### src/rtl/msg_crypt_pkg.sv
// ----------------------------------------------------------------------------
// msg_crypt_pkg
// Shared definitions for the message decrypt engine:
//   - LFSR_PTRN : the nine candidate 7-bit LFSR tap patterns, in priority order
//   - SPACE     : ASCII space, the known preamble/pad character
//   - PERR_BYTE : byte written in place of a parity-failing message byte
//   - state_e   : decrypt FSM states
//   - lfsr_step : one shift of the 7-bit Fibonacci LFSR
// ----------------------------------------------------------------------------
package msg_crypt_pkg;

  localparam int         NUM_PTRN  = 9;
  localparam logic [7:0] SPACE     = 8'h20;
  localparam logic [7:0] PERR_BYTE = 8'h80;

  localparam logic [6:0] LFSR_PTRN [NUM_PTRN] = '{
    7'h60, 7'h48, 7'h78, 7'h72, 7'h6A, 7'h69, 7'h5C, 7'h7E, 7'h7B
  };

  typedef enum logic [2:0] {
    ST_IDLE   = 3'd0,
    ST_LOAD   = 3'd1,
    ST_MATCH  = 3'd2,
    ST_DECODE = 3'd3,
    ST_PAD    = 3'd4,
    ST_DONE   = 3'd5
  } state_e;

  // Shift left by one; the new LSB is the XOR of the tapped bits.
  function automatic logic [6:0] lfsr_step(input logic [6:0] s, input logic [6:0] p);
    return {s[5:0], ^(s & p)};
  endfunction

endpackage

### src/rtl/lfsr_tap_matcher.sv
// ----------------------------------------------------------------------------
// lfsr_tap_matcher
// Combinational search for the tap pattern that explains an 8-entry run of
// consecutive LFSR states. State s[i] lives at state_buf_i[7*i +: 7].
// A pattern fits when every s[i+1] is lfsr_step(s[i], pattern) for i = 0..6.
// The lowest-index fitting pattern wins.
//
// Ports:
//   state_buf_i   in  56  eight 7-bit recovered LFSR states, s[0] in the LSBs
//   match_valid_o out  1  at least one pattern fits
//   match_idx_o   out  4  index into LFSR_PTRN of the selected pattern
// ----------------------------------------------------------------------------
module lfsr_tap_matcher
  import msg_crypt_pkg::*;
(
  input  logic [55:0] state_buf_i,
  output logic        match_valid_o,
  output logic [3:0]  match_idx_o
);

  logic [NUM_PTRN-1:0] fit;

  always_comb begin
    fit = '1;
    for (int p = 0; p < NUM_PTRN; p++) begin
      for (int i = 0; i < 7; i++) begin
        if (state_buf_i[(i+1)*7 +: 7] != lfsr_step(state_buf_i[i*7 +: 7], LFSR_PTRN[p])) begin
          fit[p] = 1'b0;
        end
      end
    end
  end

  // Scan from the top so the lowest fitting index is the last one written.
  always_comb begin
    match_valid_o = 1'b0;
    match_idx_o   = 4'd0;
    for (int p = NUM_PTRN - 1; p >= 0; p--) begin
      if (fit[p]) begin
        match_valid_o = 1'b1;
        match_idx_o   = 4'(p);
      end
    end
  end

endmodule

### src/rtl/msg_decrypt_engine.sv
// ----------------------------------------------------------------------------
// msg_decrypt_engine
// Reads a 64-byte encrypted message from data memory, recovers the LFSR tap
// pattern and seed from the all-space preamble, decrypts the message, drops
// the leading spaces (up to MAX_STRIP) and writes 64 plaintext bytes back,
// space-padded at the end.
//
// Launch handshake: Start high parks the block in IDLE; a 1->0 transition
// launches a run. Ack is high in DONE; raising Start leaves DONE.
//
// Ports:
//   Clk          in   1  clock, rising edge
//   Reset        in   1  asynchronous, active-high
//   Start        in   1  launch control (falling transition launches)
//   Ack          out  1  run finished
//   rd_addr      out  8  read address; memory returns data one cycle later
//   rd_data      in   8  read data
//   wr_en        out  1  write strobe (combinational, same cycle as data)
//   wr_addr      out  8  write address
//   wr_data      out  8  write data
//   no_match     out  1  no tap pattern fits the preamble (sticky per run)
//   par_err_cnt  out  6  parity-failing message bytes, saturating
//   dbg_state    out  3  current FSM state
//
// Build option: PARITY_CHECK_EN enables per-byte even-parity checking on
// bit 7. Without it bit 7 is ignored and par_err_cnt stays 0.
//
// Read/write handshake: the memory has independent read and write ports.
// A read address presented in cycle N yields rd_data in cycle N+1. A write
// happens in any cycle where wr_en is high, using wr_addr/wr_data of that
// same cycle; there is no back-pressure on either port.
// ----------------------------------------------------------------------------
module msg_decrypt_engine
  import msg_crypt_pkg::*;
#(
  parameter logic [7:0] MSG_BASE  = 8'd64,
  parameter logic [7:0] OUT_BASE  = 8'd0,
  parameter logic [5:0] MAX_STRIP = 6'd63
) (
  input  logic       Clk,
  input  logic       Reset,
  input  logic       Start,
  output logic       Ack,
  output logic [7:0] rd_addr,
  input  logic [7:0] rd_data,
  output logic       wr_en,
  output logic [7:0] wr_addr,
  output logic [7:0] wr_data,
  output logic       no_match,
  output logic [5:0] par_err_cnt,
  output logic [2:0] dbg_state
);

  state_e      state_q, state_d;
  logic        start_q;
  logic [6:0]  cnt_q, cnt_d;            // LOAD: 0..8, DECODE: 0..64
  logic [7:0]  rd_addr_q, rd_addr_d;
  logic [55:0] sbuf_q, sbuf_d;          // recovered LFSR states s[0..7]
  logic [6:0]  lfsr_q, lfsr_d;
  logic [6:0]  ptrn_q, ptrn_d;
  logic        strip_q, strip_d;
  logic [5:0]  strip_cnt_q, strip_cnt_d;
  logic [6:0]  wr_ptr_q, wr_ptr_d;      // 0..64, never wraps
  logic        no_match_q, no_match_d;
  logic        load_perr_q, load_perr_d;
  logic [5:0]  par_cnt_q, par_cnt_d;

  logic        match_valid;
  logic [3:0]  match_idx;
  logic        perr;
  logic [7:0]  plain;
  logic        drop;

  lfsr_tap_matcher u_matcher (
    .state_buf_i   (sbuf_q),
    .match_valid_o (match_valid),
    .match_idx_o   (match_idx)
  );

`ifdef PARITY_CHECK_EN
  // Even parity: bit 7 must equal the XOR of the seven data bits.
  assign perr = rd_data[7] ^ (^rd_data[6:0]);
`else
  logic unused_parity_bit;
  assign unused_parity_bit = rd_data[7];
  assign perr              = 1'b0;
`endif

  assign plain = {1'b0, rd_data[6:0] ^ lfsr_q};
  assign drop  = strip_q && (plain == SPACE) && (strip_cnt_q < MAX_STRIP);

  always_ff @(posedge Clk or posedge Reset) begin
    if (Reset) begin
      state_q     <= ST_IDLE;
      start_q     <= 1'b0;
      cnt_q       <= '0;
      rd_addr_q   <= '0;
      sbuf_q      <= '0;
      lfsr_q      <= '0;
      ptrn_q      <= '0;
      strip_q     <= 1'b0;
      strip_cnt_q <= '0;
      wr_ptr_q    <= '0;
      no_match_q  <= 1'b0;
      load_perr_q <= 1'b0;
      par_cnt_q   <= '0;
    end else begin
      state_q     <= state_d;
      start_q     <= Start;
      cnt_q       <= cnt_d;
      rd_addr_q   <= rd_addr_d;
      sbuf_q      <= sbuf_d;
      lfsr_q      <= lfsr_d;
      ptrn_q      <= ptrn_d;
      strip_q     <= strip_d;
      strip_cnt_q <= strip_cnt_d;
      wr_ptr_q    <= wr_ptr_d;
      no_match_q  <= no_match_d;
      load_perr_q <= load_perr_d;
      par_cnt_q   <= par_cnt_d;
    end
  end

  always_comb begin
    state_d     = state_q;
    cnt_d       = cnt_q;
    rd_addr_d   = rd_addr_q;
    sbuf_d      = sbuf_q;
    lfsr_d      = lfsr_q;
    ptrn_d      = ptrn_q;
    strip_d     = strip_q;
    strip_cnt_d = strip_cnt_q;
    wr_ptr_d    = wr_ptr_q;
    no_match_d  = no_match_q;
    load_perr_d = load_perr_q;
    par_cnt_d   = par_cnt_q;
    wr_en       = 1'b0;
    wr_addr     = 8'd0;
    wr_data     = 8'd0;

    case (state_q)
      ST_IDLE: begin
        if (start_q && !Start) begin
          state_d     = ST_LOAD;
          cnt_d       = 7'd0;
          rd_addr_d   = MSG_BASE;
          no_match_d  = 1'b0;
          load_perr_d = 1'b0;
          par_cnt_d   = 6'd0;
        end
      end

      // Cycle cnt issues byte cnt (0..7) and captures byte cnt-1 (1..8).
      ST_LOAD: begin
        cnt_d = cnt_q + 7'd1;
        if (cnt_q < 7'd7) begin
          rd_addr_d = MSG_BASE + {1'b0, cnt_q} + 8'd1;
        end
        for (int i = 0; i < 8; i++) begin
          if (cnt_q == 7'(i + 1)) begin
            sbuf_d[i*7 +: 7] = rd_data[6:0] ^ SPACE[6:0];
          end
        end
        if ((cnt_q != 7'd0) && perr) begin
          load_perr_d = 1'b1;
        end
        if (cnt_q == 7'd8) begin
          state_d = ST_MATCH;
        end
      end

      ST_MATCH: begin
        if (match_valid && !load_perr_q) begin
          state_d     = ST_DECODE;
          cnt_d       = 7'd0;
          rd_addr_d   = MSG_BASE;
          lfsr_d      = sbuf_q[6:0];
          strip_d     = 1'b1;
          strip_cnt_d = 6'd0;
          wr_ptr_d    = 7'd0;
          for (int i = 0; i < NUM_PTRN; i++) begin
            if (match_idx == 4'(i)) begin
              ptrn_d = LFSR_PTRN[i];
            end
          end
        end else begin
          no_match_d = 1'b1;
          state_d    = ST_DONE;
        end
      end

      // Cycle cnt issues byte cnt (0..63) and consumes byte cnt-1 (1..64).
      ST_DECODE: begin
        if (cnt_q != 7'd0) begin
          lfsr_d = lfsr_step(lfsr_q, ptrn_q);
          if (perr) begin
            strip_d = 1'b0;
            if (par_cnt_q != 6'h3F) begin
              par_cnt_d = par_cnt_q + 6'd1;
            end
            wr_en    = 1'b1;
            wr_addr  = OUT_BASE + {1'b0, wr_ptr_q};
            wr_data  = PERR_BYTE;
            wr_ptr_d = wr_ptr_q + 7'd1;
          end else if (drop) begin
            strip_cnt_d = strip_cnt_q + 6'd1;
          end else begin
            strip_d  = 1'b0;
            wr_en    = 1'b1;
            wr_addr  = OUT_BASE + {1'b0, wr_ptr_q};
            wr_data  = plain;
            wr_ptr_d = wr_ptr_q + 7'd1;
          end
        end
        if (cnt_q == 7'd64) begin
          if (wr_ptr_d == 7'd64) begin
            state_d = ST_DONE;
          end else begin
            state_d = ST_PAD;
          end
        end else begin
          cnt_d = cnt_q + 7'd1;
          if (cnt_q < 7'd63) begin
            rd_addr_d = MSG_BASE + {1'b0, cnt_q} + 8'd1;
          end
        end
      end

      ST_PAD: begin
        wr_en    = 1'b1;
        wr_addr  = OUT_BASE + {1'b0, wr_ptr_q};
        wr_data  = SPACE;
        wr_ptr_d = wr_ptr_q + 7'd1;
        if (wr_ptr_q == 7'd63) begin
          state_d = ST_DONE;
        end
      end

      ST_DONE: begin
        if (Start) begin
          state_d = ST_IDLE;
        end
      end

      default: state_d = ST_IDLE;
    endcase
  end

  assign Ack         = (state_q == ST_DONE);
  assign rd_addr     = rd_addr_q;
  assign no_match    = no_match_q;
  assign par_err_cnt = par_cnt_q;
  assign dbg_state   = state_q;

endmodule

### config.mk
export PLATFORM = sky130hd
export DESIGN_NAME = msg_decrypt_engine
export DESIGN_NICKNAME = d
export VERILOG_FILES = /design/src/rtl/msg_crypt_pkg.sv /design/src/rtl/lfsr_tap_matcher.sv /design/src/rtl/msg_decrypt_engine.sv
export SDC_FILE = /design/constraint.sdc
export NUM_CORES = 1
export LEC_CHECK = 0
export ABC_CLOCK_PERIOD_IN_PS = 8470
export CORE_MARGIN = 5
export CORE_UTILIZATION = 30
export CTS_CLUSTER_DIAMETER = 120
export DETAILED_ROUTE_END_ITERATION = 7
export SLEW_MARGIN = 20
export SYNTH_ARGS = -nofsm -noshare
export SYNTH_HDL_FRONTEND = slang
export SYNTH_HIERARCHICAL = 1
export SYNTH_SLANG_ARGS = --single-unit
### constraint.sdc
create_clock -name Clk -period 8.47 [get_ports Clk]
set_input_delay 1.694 -clock Clk [delete_from_list [all_inputs] [get_ports Clk]]
set_output_delay 1.694 -clock Clk [all_outputs]
set_load 0.01 [all_outputs]
==> results of run 1 <==
cell type report:
cell class | count | share of cell area, %
tap | 324 | 4.94
multi-input combinational | 561 | 54.5
inverter | 9 | 0.442
timing repair buffer | 39 | 4.74
clock buffer | 9 | 2.75
sequential | 104 | 31.7
clock inverter | 7 | 0.869
synth_stat cells (all sizes together), types with 12 or more instances:
cell type  count
dfrtp        104
mux2          57
clkbuf        17
o21ai         40
nand2         71
buf           32
xor2          31
nor3          17
nor4          12
xnor3         21
or3           13
nand3         24
xnor2         74
nor2          45
a21oi         23
and3          13
flip-flops by register name, indices dropped and copies added, names as in the netlist:
signal       cells
cnt_q            7
dbg_state        3
lfsr_q           7
no_match         1
ptrn_q           7
rd_addr          8
sbuf_q          56
start_q          1
strip_cnt_q      6
strip_q          1
wr_ptr_q         7
per-stage QoR:
| stage | hold WS [ns] | instances | util [%] | power, W | setup slack, ns |
|---|---|---|---|---|---|
| 2_1_floorplan | 0.428 | 723 | - | 0.00314 | 3.67 |
| 4_1_cts | 0.470 | 1053 | 33.8 | 0.00410 | 2.31 |
| 3_5_place_dp | 0.453 | 1037 | 32.6 | 0.00366 | 2.32 |
| 6_report | 0.466 | 1053 | 33.8 | 0.00408 | 2.34 |
| 3_3_place_gp | 0.449 | 1037 | 32.6 | 0.00364 | 2.32 |
| 5_1_grt | 0.484 | 1053 | 33.8 | 0.00436 | 2.19 |
critical path, cell delays in order:
cell and delay, ns:
clkdlybuf4s50_1 0.68, xnor2_2 0.39, nand4_4 0.12, or3_4 0.43, nand3_2 0.21, nand2_1 0.22
and2_1 0.23, clkdlybuf4s50_1 0.47
metal layers:
metal | wire, µm | vias to the layer above | global-route usage [%]
li1 | - | 2549 | -
met1 | 8650 | 2601 | 18.0
met2 | 8010 | 101 | 20.0
met3 | 763 | 14 | 3.65
met4 | 229 | 0 | 2.35
met5 | 0 | - | 0
cell families (layout without fill, tap and decap cells):
| logic type | count (synthesis) | after routing | share of synthesized area, % |
|---|---|---|---|
| AO/OA/AOI/OAI | 119 | 119 | 10.7 |
| XOR/XNOR | 135 | 135 | 23.0 |
| adder cells (fa/ha/maj) | 7 | 7 | 1.19 |
| buffers and inverters | 58 | 64 | 4.15 |
| flip-flops | 104 | 104 | 35.4 |
| multiplexers | 59 | 59 | 9.00 |
| other | 1 | 8 | 0.0510 |
| AND/OR/NAND/NOR | 233 | 233 | 16.5 |
placed cells by master (no fill, tap or decap), drive strengths merged, types with 6 or more instances in the layout:
cell type	instances
dfrtp	104
xnor2	74
nand2	71
mux2	57
nor2	45
o21ai	40
clkdlybuf4s50	37
xor2	31
nand3	24
a21oi	23
xnor3	21
nor3	17
inv	15
or3	13
and3	13
nor4	12
a31oi	10
clkbuf	9
nand4	9
xor3	9
conb	8
ha	7
a22o	6
and2	6
or4	6
where the power goes:
group	leakage (nW)	switching (W)	total (W)	internal (W)
registers	1.27	0.000394	0.00108	0.000689
logic	1.96	0.00118	0.00257	0.00140
clock network	0.147	0.000211	0.000421	0.000210
worst min-delay path by stage:
stage / from / end
global route: ptrn_q[6] / ptrn_q[6]
finish: ptrn_q[6] / ptrn_q[6]
CTS: ptrn_q[6] / ptrn_q[6]
detailed placement: ptrn_q[6] / ptrn_q[6]
floorplan: ptrn_q[6] / ptrn_q[6]
global placement: ptrn_q[6] / ptrn_q[6]
==> reports/results.tsv, run 1 <==
stage	metric	value	unit
route	DRC Markers	0	
synth	#FFs+latches synth	104	
route	Initial DRC Count	453	
cells_and_area	layout cells sized above 1	14.5	%
timing	fin crit share	72.4	%
synth	Synth cell types	76	
synth	Seq/Total Area, Yosys	35.4	%
cells_and_area	ANT cells	0	
timing	Clock Skew	0.00781	ns
run	maxcap violations	0	
power	Leak	3.37	nW
worst_setup_path	crit path to	wr_addr[6]	
floorplanning	Starting Density	30.3	%
global_routing	vias in the first global route	5075	
route	WL/cell	16.8	µm
timing	Slew HR	37.4	%
clock_tree	CTS root buffer	clkbuf_16	
clock_tree	CTS buffer count	9	
power	maximum VDD drop	0.175	mV
clock_tree	post-cts sizing count	0	
synth	post-synthesis average cell area	10.3	µm²
timing	fmax	163	MHz
cells_and_area	multi-input logic area	4470	µm²
timing	min cycle time layout	6.13	ns
cells_and_area	fill count	2455	
clock_tree	CTS H-tree depth	3	
timing	RSZ-0062 raised after global routing	no	
clock_tree	Worst-Skew Late Latency	0.36	ns
power	Power Density	497	nW/µm²
global_routing	maximum number of pins on one net before global-route repair	81	
synth	fraction of registers with async set/reset	100	%
worst_setup_path	Worst EP required	6.78	ns
worst_setup_path	arrival time of the worst setup path	4.44	ns
synth	Synth Flop Type	dfrtp_1	
synth	warnings from Yosys	6	
global_routing	total track usage	12.8	%
global_routing	first-pass GRT wire length	28800	µm
cells_and_area	nets@finish	742	
worst_setup_path	WS Path Type	input port to output port	
synth	Cells after Synth	716	
cells_and_area	Area Overhead vs Synth	11.6	%
synth	area share of the largest cell type after synthesis	35.4	%
clock_tree	Setup Fix Bufs, Post-CTS	0	
floorplanning	io pins	47	
cells_and_area	fin area	8200	µm²
hold_path	Min-Delay Path Depth	1	
outcome	status	complete, no violations	
floorplanning	Core Box Area	24200	µm²
floorplanning	Core Rows	57	
placed_design	DP Wirelength	13400	µm
floorplanning	Die H	167	µm
placed_design	routability cong.	0.829	
clock_tree	Clk pin slew, worst setup/hold paths	0.07	ns
worst_setup_path	Worst Setup End Kind	output port	
placed_design	IO Port Bufs	37	
worst_setup_path	worst r2r src	sbuf_q[24]	
global_routing	antenna violations before repair	0	
clock_tree	cts hold-fix bufs	0	
clock_tree	Clock Sink Count	104	
synth	Synth area leaders	dfrtp_1, xnor2_1, mux2_2	
worst_setup_path	FF-to-FF End	strip_cnt_q[3]	
route	drt total wl	17600	µm
timing	setup_tns	0	ns
floorplanning	die width	167	µm
global_routing	GRT overflow	0	
synth	largest area contributor in the netlist	dfrtp_1	
worst_setup_path	Worst Path Max Fanout	9	
cells_and_area	sequential cell area	2600	µm²
route	via count	5265	
timing	Worst-Margin Slew	0.932	ns
floorplanning	die area	27700	µm²
worst_setup_path	flop2flop setup slack	3.87	ns
timing	Fin. Hold Viols	0	
route	ANT nets after route	0	
synth	EDFF count, synth	0	
placed_design	dpl cell area	7900	µm²
route	Via density	5.00	
clock_tree	Bufs on Longest Clock Path	2	
route	drt pass-1 iters	5	
worst_setup_path	worst reg2reg path depth	11	
clock_tree	CTS tree	built	
hold_path	worst hold path type	register to register	
synth	Cell Area, Synth	7350	µm²
timing	Final setup viols	0	
timing	Final Max Tran Viols	0	
worst_setup_path	Startpoint Class	input port	
worst_setup_path	crit path from	rd_data[0]	
Power figures use the tool's default switching activity.
==> inputs of run 2 (changes only) <==
- ABC_CLOCK_PERIOD_IN_PS: 8470 -> 6200
- clock period: 8.47 -> 6.2 ns (I/O delays scaled with it)
==> reports/results.tsv, run 2 (same netlist as run 1, synthesis figures left out) <==
stage	metric	value	unit	change
clock_tree	post-cts sizing count	0		unchanged
clock_tree	Clock Sink Count	104		unchanged
floorplanning	die area	27700	µm²	unchanged
route	Initial DRC Count	403		-11%
route	ANT nets after route	0		unchanged
worst_setup_path	FF-to-FF End	strip_cnt_q[3]		
outcome	status	complete, no violations		
power	Leak	3.38	nW	+0.23%
clock_tree	CTS root buffer	clkbuf_16		
placed_design	dpl cell area	7910	µm²	+0.19%
worst_setup_path	arrival time of the worst setup path	4.00	ns	-0.44 ns
run	maxcap violations	0		unchanged
timing	setup_tns	0	ns	unchanged
clock_tree	Clk pin slew, worst setup/hold paths	0.07	ns	about the same
clock_tree	CTS H-tree depth	3		unchanged
clock_tree	CTS buffer count	9		unchanged
timing	RSZ-0062 raised after global routing	no		
hold_path	worst hold path type	register to register		
cells_and_area	most frequent cells in the layout	dfrtp_1, nand2_1, xnor2_1, mux2_2, nor2_1		
timing	final worst slack	0.960	ns	-1.38 ns
worst_setup_path	crit path from	rd_data[0]		
global_routing	antenna violations before repair	0		unchanged
route	drt total wl	17900	µm	+1.5%
global_routing	maximum number of pins on one net before global-route repair	82		+1.2%
route	DRC Markers	0		unchanged
timing	Worst-Margin Slew	0.929	ns	-0.00310 ns
global_routing	vias in the first global route	5257		+3.6%
worst_setup_path	Worst EP required	4.96	ns	-1.82 ns
hold_path	hold path startpoint	ptrn_q[6]		
timing	Fin. Hold Viols	0		unchanged
worst_setup_path	WS Path Type	input port to output port		
route	via count	5297		+0.61%
clock_tree	Worst-Skew Late Latency	0.36	ns	about the same
timing	Clock Skew	0.00783	ns	+0.0000205 ns
hold_path	hold path endpoint	ptrn_q[6]		
timing	fin crit share	84.5	%	
floorplanning	Starting Density	30.3	%	unchanged
route	drt pass-1 iters	5		unchanged
power	maximum VDD drop	0.244	mV	+39%
global_routing	total track usage	12.9	%	+0.081 points
clock_tree	cts hold-fix bufs	0		unchanged
worst_setup_path	worst reg2reg path depth	11		unchanged
floorplanning	die width	167	µm	unchanged
floorplanning	Core Box Area	24200	µm²	unchanged
clock_tree	CTS tree	built		
placed_design	DP Wirelength	13500	µm	+0.51%
timing	Final setup viols	0		unchanged
floorplanning	Die H	167	µm	unchanged
timing	Final Max Tran Viols	0		unchanged
timing	fmax	191	MHz	
cells_and_area	layout cells sized above 1	14.8	%	+0.23 points
worst_setup_path	flop2flop setup slack	1.45	ns	-2.42 ns
worst_setup_path	Worst Path Max Fanout	9		unchanged
worst_setup_path	worst r2r src	sbuf_q[24]		
worst_setup_path	Worst Setup End Kind	output port		
hold_path	Min-Delay Path Depth	1		unchanged
cells_and_area	Top reg by flops	sbuf_q		
floorplanning	io pins	47		unchanged
cells_and_area	nets@finish	744		+0.27%
cells_and_area	commonest non-fill, non-tap cell in the layout	dfrtp_1		
global_routing	GRT overflow	0		unchanged
placed_design	worst slack at placement	0.962	ns	-1.36 ns
cells_and_area	Area Overhead vs Synth	11.7	%	about the same
clock_tree	Bufs on Longest Clock Path	2		unchanged
worst_setup_path	Startpoint Class	input port		
timing	Slew HR	37.7	%	+0.21 points
placed_design	routability cong.	0.841		+1.4%
floorplanning	Core Rows	57		unchanged
power	Power Density	681	nW/µm²	+37%
placed_design	IO Port Bufs	37		unchanged
cells_and_area	number of flip-flops under the largest register name	56		unchanged
cells_and_area	fin area	8210	µm²	about the same
cells_and_area	ANT cells	0		unchanged
global_routing	first-pass GRT wire length	29200	µm	+1.3%
route	WL/cell	17.0	µm	+1.3%
clock_tree	Setup Fix Bufs, Post-CTS	0		unchanged
timing	min cycle time layout	5.24	ns	
route	Via density	5.02		+0.42%
[run 2: worst max path at each step]
stage | end | depth (start not counted) | slack [ns]
5_1_grt | wr_addr[6] | 8 | 0.79
2_1_floorplan | cnt_q[0] | 1 | 2.23
3_3_place_gp | wr_addr[6] | 8 | 0.99
3_5_place_dp | wr_addr[6] | 8 | 0.96
6_report | wr_addr[6] | 8 | 0.96
4_1_cts | wr_addr[6] | 8 | 0.95
[run 2: worst max-delay path: stages]
cell and delay (ns):
clkdlybuf4s50_1 0.69, xnor2_2 0.40, nand4_4 0.13, or3_4 0.43, nand3_2 0.19, nand2_1 0.21, and2_1 0.23, clkdlybuf4s50_1 0.48
[run 2: final cells by class]
| class | instances | area, µm² |
|---|---|---|
| clock buffers | 10 | 239 |
| clock inverters | 6 | 48.8 |
| fillers | 2460 | 16000 |
| inverters | 9 | 38.8 |
| multi-input cells | 561 | 4470 |
| flip-flops and latches | 104 | 2600 |
| well taps | 324 | 405 |
| repair buffers | 41 | 400 |
[run 2: per-layer routing]
layer / part of all wire, % / GRT usage [%]
met5: 0 / 0
met4: 1.0 / 2.53
met3: 4.1 / 2.77
met2: 46 / 20.9
met1: 49 / 17.9
[run 2: where the power goes]
group	internal, W	switching (W)
Clock	0.000291	0.000279
Combinational	0.00192	0.00163
Sequential	0.000941	0.000539
Total	0.00315	0.00244
[run 2: stage by stage]
| stage | power (W) | cells | hold WS [ns] | utilization, % |
|---|---|---|---|---|
| final | 0.00559 | 1055 | 0.473 | 33.9 |
| after CTS | 0.00560 | 1055 | 0.470 | 33.8 |
| after global routing | 0.00597 | 1055 | 0.492 | 33.9 |
| after global placement | 0.00499 | 1039 | 0.446 | 32.6 |
| after detailed placement | 0.00500 | 1039 | 0.451 | 32.6 |
| after floorplan | 0.00429 | 723 | 0.428 | - |
